--- src/rtl/sync_fifo_pkg.sv ---
// Shared constants and width helpers for the parametrised synchronous FIFO.
package sync_fifo_pkg;

  localparam int DEF_DW        = 6;
  localparam int DEF_DEPTH     = 8;
  localparam int DEF_AF_THRESH = 6;
  localparam int DEF_AE_THRESH = 1;

  // Pointer width: addresses DEPTH entries, wraps modulo DEPTH.
  function automatic int ptr_w(input int depth);
    return $clog2(depth);
  endfunction

  // Count width: must represent 0..DEPTH inclusive.
  function automatic int cnt_w(input int depth);
    return $clog2(depth) + 1;
  endfunction

endpackage

--- src/rtl/sync_fifo_param_if.sv ---
// Handshake/data bundle between a FIFO user (master) and the FIFO (slave).
interface sync_fifo_param_if
  import sync_fifo_pkg::*;
#(
  parameter int DW    = DEF_DW,
  parameter int DEPTH = DEF_DEPTH
);
  localparam int CW = cnt_w(DEPTH);

  logic          wr_en;
  logic [DW-1:0] din;
  logic          rd_en;
  logic          flush;
  logic [DW-1:0] dout;
  logic          full;
  logic          empty;
  logic          almost_full;
  logic          almost_empty;
  logic [CW-1:0] count;
  logic          overflow;
  logic          underflow;

  modport master (
    output wr_en, din, rd_en, flush,
    input  dout, full, empty, almost_full, almost_empty, count, overflow, underflow
  );

  modport slave (
    input  wr_en, din, rd_en, flush,
    output dout, full, empty, almost_full, almost_empty, count, overflow, underflow
  );

endinterface

--- src/rtl/sync_fifo_mem.sv ---
// DEPTH x DW register file: one synchronous write port, one combinational read port.
module sync_fifo_mem #(
  parameter int DW    = 6,
  parameter int DEPTH = 8,
  parameter int AW    = $clog2(DEPTH)
) (
  input  logic          clk,
  input  logic          we,
  input  logic [AW-1:0] waddr,
  input  logic [DW-1:0] wdata,
  input  logic [AW-1:0] raddr,
  output logic [DW-1:0] rdata
);

  logic [DW-1:0] r_mem [DEPTH];

  // Storage write; contents survive reset and flush by design.
  always_ff @(posedge clk) begin
    if (we) r_mem[waddr] <= wdata;
  end

  assign rdata = r_mem[raddr];

endmodule

--- src/rtl/sync_fifo_param.sv ---
// Parametrised synchronous FIFO: pointers, occupancy count, threshold flags,
// sticky overflow/underflow, synchronous flush and FWFT / registered read output.
module sync_fifo_param
  import sync_fifo_pkg::*;
#(
  parameter int DW        = DEF_DW,
  parameter int DEPTH     = DEF_DEPTH,
  parameter int AF_THRESH = DEF_AF_THRESH,
  parameter int AE_THRESH = DEF_AE_THRESH,
  parameter int FWFT      = 0
) (
  input logic               clk,
  input logic               rst_n,
  sync_fifo_param_if.slave  bus
);

  localparam int PW = ptr_w(DEPTH);
  localparam int CW = cnt_w(DEPTH);

  if ((DEPTH < 2) || (DEPTH > 64) || ((DEPTH & (DEPTH - 1)) != 0)) begin : g_bad_depth
    $error("sync_fifo_param: DEPTH must be a power of two in 2..64");
  end
  if ((AF_THRESH < 1) || (AF_THRESH > DEPTH)) begin : g_bad_af
    $error("sync_fifo_param: AF_THRESH must be in 1..DEPTH");
  end
  if ((AE_THRESH < 0) || (AE_THRESH > DEPTH - 1)) begin : g_bad_ae
    $error("sync_fifo_param: AE_THRESH must be in 0..DEPTH-1");
  end

  logic [PW-1:0] r_wr_ptr;
  logic [PW-1:0] r_rd_ptr;
  logic [CW-1:0] r_count;
  logic          r_ovf;
  logic          r_udf;

  logic          w_full;
  logic          w_empty;
  logic          w_rd_acc;
  logic          w_wr_acc;
  logic [CW-1:0] w_cnt_nxt;
  logic [DW-1:0] w_rdata;

  // Flags come only from the registered count, so they never glitch on inputs.
  assign w_full  = (r_count == CW'(DEPTH));
  assign w_empty = (r_count == '0);

  // Flush blocks both ports; a write into a full FIFO rides on a same-cycle pop.
  assign w_rd_acc = bus.rd_en && !w_empty && !bus.flush;
  assign w_wr_acc = bus.wr_en && (!w_full || w_rd_acc) && !bus.flush;

  // Next occupancy: simultaneous push and pop cancel out.
  always_comb begin
    w_cnt_nxt = r_count;
    case ({w_wr_acc, w_rd_acc})
      2'b10:   w_cnt_nxt = r_count + CW'(1);
      2'b01:   w_cnt_nxt = r_count - CW'(1);
      default: w_cnt_nxt = r_count;
    endcase
  end

  // Pointer, count and sticky error state; flush outranks any request.
  always_ff @(posedge clk or negedge rst_n) begin
    if (!rst_n) begin
      r_wr_ptr <= '0;
      r_rd_ptr <= '0;
      r_count  <= '0;
      r_ovf    <= 1'b0;
      r_udf    <= 1'b0;
    end else if (bus.flush) begin
      r_wr_ptr <= '0;
      r_rd_ptr <= '0;
      r_count  <= '0;
      r_ovf    <= 1'b0;
      r_udf    <= 1'b0;
    end else begin
      if (w_wr_acc) r_wr_ptr <= r_wr_ptr + PW'(1);
      if (w_rd_acc) r_rd_ptr <= r_rd_ptr + PW'(1);
      r_count <= w_cnt_nxt;
      if (bus.wr_en && w_full && !w_rd_acc) r_ovf <= 1'b1;
      if (bus.rd_en && w_empty)             r_udf <= 1'b1;
    end
  end

  sync_fifo_mem #(
    .DW    (DW),
    .DEPTH (DEPTH),
    .AW    (PW)
  ) u_mem (
    .clk   (clk),
    .we    (w_wr_acc),
    .waddr (r_wr_ptr),
    .wdata (bus.din),
    .raddr (r_rd_ptr),
    .rdata (w_rdata)
  );

  if (FWFT != 0) begin : g_fwft
    // Head of queue is shown directly; an empty FIFO presents zero.
    assign bus.dout = w_empty ? '0 : w_rdata;
  end else begin : g_reg
    logic [DW-1:0] r_dout;
    // Registered read data: loads on an accepted pop, otherwise holds.
    always_ff @(posedge clk or negedge rst_n) begin
      if (!rst_n)         r_dout <= '0;
      else if (bus.flush) r_dout <= '0;
      else if (w_rd_acc)  r_dout <= w_rdata;
    end
    assign bus.dout = r_dout;
  end

  assign bus.full         = w_full;
  assign bus.empty        = w_empty;
  assign bus.almost_full  = (r_count >= CW'(AF_THRESH));
  assign bus.almost_empty = (r_count <= CW'(AE_THRESH));
  assign bus.count        = r_count;
  assign bus.overflow     = r_ovf;
  assign bus.underflow    = r_udf;

endmodule

--- src/flat_wrapper.sv ---
// flat-port wrapper written by rule: the top's interface ports become plain ports
module sync_fifo_param_flat import sync_fifo_pkg::*;
#(
  parameter int DW        = DEF_DW,
  parameter int DEPTH     = DEF_DEPTH,
  parameter int AF_THRESH = DEF_AF_THRESH,
  parameter int AE_THRESH = DEF_AE_THRESH,
  parameter int FWFT      = 0
)
  (clk, rst_n, bus_wr_en, bus_din, bus_rd_en, bus_flush, bus_dout, bus_full, bus_empty, bus_almost_full, bus_almost_empty, bus_count, bus_overflow, bus_underflow);
  sync_fifo_param_if #(.DW(DW), .DEPTH(DEPTH)) bus_i ();
  input logic clk;
  input logic rst_n;
  input wire logic [$bits(bus_i.wr_en)-1:0] bus_wr_en;
  input wire logic [$bits(bus_i.din)-1:0] bus_din;
  input wire logic [$bits(bus_i.rd_en)-1:0] bus_rd_en;
  input wire logic [$bits(bus_i.flush)-1:0] bus_flush;
  output wire logic [$bits(bus_i.dout)-1:0] bus_dout;
  output wire logic [$bits(bus_i.full)-1:0] bus_full;
  output wire logic [$bits(bus_i.empty)-1:0] bus_empty;
  output wire logic [$bits(bus_i.almost_full)-1:0] bus_almost_full;
  output wire logic [$bits(bus_i.almost_empty)-1:0] bus_almost_empty;
  output wire logic [$bits(bus_i.count)-1:0] bus_count;
  output wire logic [$bits(bus_i.overflow)-1:0] bus_overflow;
  output wire logic [$bits(bus_i.underflow)-1:0] bus_underflow;
  assign bus_i.wr_en = bus_wr_en;
  assign bus_i.din = bus_din;
  assign bus_i.rd_en = bus_rd_en;
  assign bus_i.flush = bus_flush;
  assign bus_dout = bus_i.dout;
  assign bus_full = bus_i.full;
  assign bus_empty = bus_i.empty;
  assign bus_almost_full = bus_i.almost_full;
  assign bus_almost_empty = bus_i.almost_empty;
  assign bus_count = bus_i.count;
  assign bus_overflow = bus_i.overflow;
  assign bus_underflow = bus_i.underflow;
  sync_fifo_param #(.DW(DW), .DEPTH(DEPTH), .AF_THRESH(AF_THRESH), .AE_THRESH(AE_THRESH), .FWFT(FWFT)) u_core (.clk(clk), .rst_n(rst_n), .bus(bus_i));
endmodule
--- config.mk ---
export PLATFORM = sky130hd
export DESIGN_NAME = sync_fifo_param_flat
export DESIGN_NICKNAME = d
export VERILOG_FILES = /design/src/rtl/sync_fifo_pkg.sv /design/src/rtl/sync_fifo_param_if.sv /design/src/rtl/sync_fifo_mem.sv /design/src/rtl/sync_fifo_param.sv /design/src/flat_wrapper.sv
export SDC_FILE = /design/constraint.sdc
export NUM_CORES = 1
export LEC_CHECK = 0
export BUFFER_PORTS_ARGS = -buffer_cell sky130_fd_sc_hd__buf_4
export CORE_ASPECT_RATIO = 1.4
export CORE_UTILIZATION = 35
export CTS_CLUSTER_SIZE = 28
export DETAILED_ROUTE_END_ITERATION = 10
export PLACE_DENSITY_LB_ADDON = 0.08
export SLEW_MARGIN = 10
export SYNTH_ARGS = -nofsm -noshare
export SYNTH_HDL_FRONTEND = slang
export SYNTH_HIERARCHICAL = 1
export SYNTH_SLANG_ARGS = --single-unit
--- constraint.sdc ---
create_clock -name clk -period 5.2 [get_ports clk]
set_input_delay 0.78 -clock clk [delete_from_list [all_inputs] [get_ports clk]]
set_output_delay 0.78 -clock clk [all_outputs]
set_load 0.05 [all_outputs]
==> impl_metrics.tcl <==
set metrics [dict create \
    finalNetCount 224 \
    hold_path_class "in -> async" \
    max_stage_delay_ns 0.48 \
    finalClockSkew_ns 0.0124 \
    routed_wl_um 5680 \
    power_density_nw_per_um2 364 \
    synth.distinct_cells 38 \
    syn_inst 177 \
    power.total_uw 1220 \
    ctsHoldBuffers 0 \
    cts_tree "done" \
    slew-limit-headroom_pct 44.8 \
    startpoint_type "flop" \
    grt_pass1_vias 1644 \
    numClockSinks 66 \
    grt_max_degree 19 \
    worstPathCellList "inv_1 > ha_1 > or3b_4 > inv_1 > buf_4" \
    crit_fanout 8 \
    clock_tree.buffer_depth 2 \
    critPathArrivalTime_ns 1.98 \
    cts_root_buffer "clkbuf_8" \
    setup_viol 0 \
    fin_area_sq_um 3350 \
    fin_ws_ns 2.44 \
    post_cts_buffers 0 \
    irDropWorstVdd_mv 0.169 \
    post_drt_wl_per_cell_um 18.3 \
    insertion_delay_ns 0.34 \
    rsz0062_at_grt "false" \
    core_area_sq_um 7890 \
    die_w_um 78.8 \
    p_sw_uw 336 \
    overflow 0 \
    numCtsBuffers 9 \
    worstMarginPinSlew_ns 0.822 \
    rows 38 \
    yosys_register_bits 66 \
    io_pins 27 \
    crit_path_end_kind "output port" \
    ys_warn_count 6 \
    grt_pass1_wl_um 9020 \
    syn-num-nets 194 \
    slew_violations 0 \
    cell_internal_pwr_uw 882 \
    critical_path_class "reg -> out" \
    comb_power_share_pct 16.7 \
    die_y_um 110 \
    detail-route-antenna-nets 0 \
    min_period_ns 2.76 \
    path_clk_slew_ns 0.07 \
    setup_tns_ns 0 \
    post-dp-hpwl_um 4030 \
    synthesis.area_sq_um 2890 \
    cap_violations 0 \
    p_clk_share_pct 33.2 \
    synth_top_area_share_pct 49.9 \
    hold_viol 0 \
    via_per_inst 5.06 \
    syn2layout_area_growth_pct 15.8 \
    synth_area_leader_cell "edfxtp_1" \
    synthTopCellsByArea "edfxtp_1 50%, dfrtp_1 16%, mux4_1 11%, mux2_2 3.5%, ha_1 2.6%" \
    place.gp.congestion 0.748 \
    preCtsSetupSlack_ns 2.54 \
    post_route_cells_drive_above_1_share_pct 24.6 \
    seq_power_share_pct 50.1 \
    via_count 1573 \
    syn_avg_cell_area_sq_um 16.3 \
    power_leakage_uw 0.00126 \
    antenna_found_initial 0 \
    required_ns 4.42 \
    outcome "finished clean" \
    dieArea_sq_um 8630 \
    worst_path_most_repeated_cell "inv_1" \
    period_share_pct 53.2 \
    yosysSeqAreaShare_pct 65.5 \
    start_util_pct 36.6 \
    diodes 0 \
    drc 0 \
    max_freq_mhz 362 \
    p_sw_share_pct 27.6 \
    rrSetupSlack_ns 2.66 \
    grtUsageTotal_pct 14.8 \
    ctsResizeCount 0 \
    htreeDepth 3 \
    place_area_sq_um 3170 \
    firstDrtPassIters 4 \
    drtIter0Drc 67 \
    cp_slowest_cell "dfrtp_1" \
    io_buffer_count 26 \
]
==> power groups by stage <==
stage	combinational [uW]	sequential (uW)	clock [uW]
after detailed placement	204	623	0
after floorplan	120	644	0
final	203	611	404
after CTS	205	611	415
after global routing	217	614	436
after global placement	203	622	0
==> metal layers <==
layer  share of wire (%)  up-vias  track usage [%]
met5                   0        -                0
met4                 2.2        0             7.54
met3                 3.0       10             3.15
met2                  54       34             27.4
met1                  40      782             15.7
li1                    -      747                -
==> final cells by class <==
type	count	area (sq um)
fillers	751	4540
flip-flops and latches	66	1890
multi-input cells	97	927
repair buffers	26	195
well taps	100	125
clock buffers	9	124
clock inverters	6	58.8
inverters	7	26.3
==> cells in the final DEF, fill, tap and decap left out, types with 2 or more instances in the layout <==
cell	synthesis	layout
mux2_2	9	9
edfxtp_1	48	48
nand2_1	4	4
ha_1	6	6
clkinv_1	0	2
a22o_1	7	7
xor2_1	4	4
dfrtp_1	18	18
inv_1	7	7
clkbuf_8	0	9
buf_4	2	26
mux2i_1	3	3
nor3_1	4	4
nand2b_1	4	4
nand3_1	3	3
o21ai_0	2	2
a21oi_1	4	4
nor2_1	18	18
mux4_1	12	12
==> sequential cells by signal, summed over array words and instances, names as in the netlist <==
register / count
u_core/u_mem/r_mem: 48
u_core/r_rd_ptr: 3
u_core/r_wr_ptr: 3
u_core/bus.dout: 6
u_core/bus.count: 4
u_core/bus.underflow: 1
u_core/bus.overflow: 1
==> kinds of logic after synthesis <==
family          share of synthesized area [%]
mux                                      15.5
compound gates                           5.20
flops                                    65.5
xor+xnor                                 1.52
fa+ha+maj                                2.60
simple gates                             7.32
buf+inv                                  2.47
==> synth_stat cells (all sizes together) <==
cell and n:
mux2i 3, clkbuf 3, dfrtp 18, nor3 4
buf 4, a211oi 1, nor2b 1, nand4b 1
xor2 4, o211ai 1, or4 1, o21bai 1
nand2 4, edfxtp 48, nor4 1, mux4 12
o31ai 1, or2b 1, a31oi 1, nand3 3
a21oi 5, xnor2 1, o21ai 3, nand3b 1
nor2 18, nor3b 1, or3b 1, a22o 7
inv 7, nand2b 4, mux2 9, a311oi 1
ha 6
==> worst max-delay path, delay by kind of cell, from the launching register on <==
| kind | cells | cell delay (ns) |
|---|---|---|
| AND/OR/NAND/NOR | 1 | 0.44 |
| buffers and inverters | 3 | 0.46 |
| flip-flops | 1 | 0.48 |
| adder cells (fa/ha/maj) | 1 | 0.27 |
==> stage by stage <==
step	utilization, %	hold slack [ns]	cells
2_1_floorplan	-	0.484	177
3_3_place_gp	40.1	0.489	296
3_5_place_dp	40.1	0.491	296
4_1_cts	42.4	0.298	311
5_1_grt	42.4	0.311	311
6_report	42.4	0.307	311
==> worst paths after layout <==
path,to,startpoint,depth (start not counted)
worst max-delay path,bus_empty,u_core/bus.count[1],5
worst min-delay path,u_core/bus.dout[5],rst_n,1
worst max register to register,u_core/u_mem/r_mem[0][2],u_core/bus.count[1],7
worst min register to register,u_core/bus.dout[3],u_core/bus.dout[3],1
max in group asynchronous,u_core/bus.underflow,rst_n,1
min in group clk,u_core/bus.dout[3],u_core/bus.dout[3],1
Note: power is estimated with default switching activity, not from simulation.
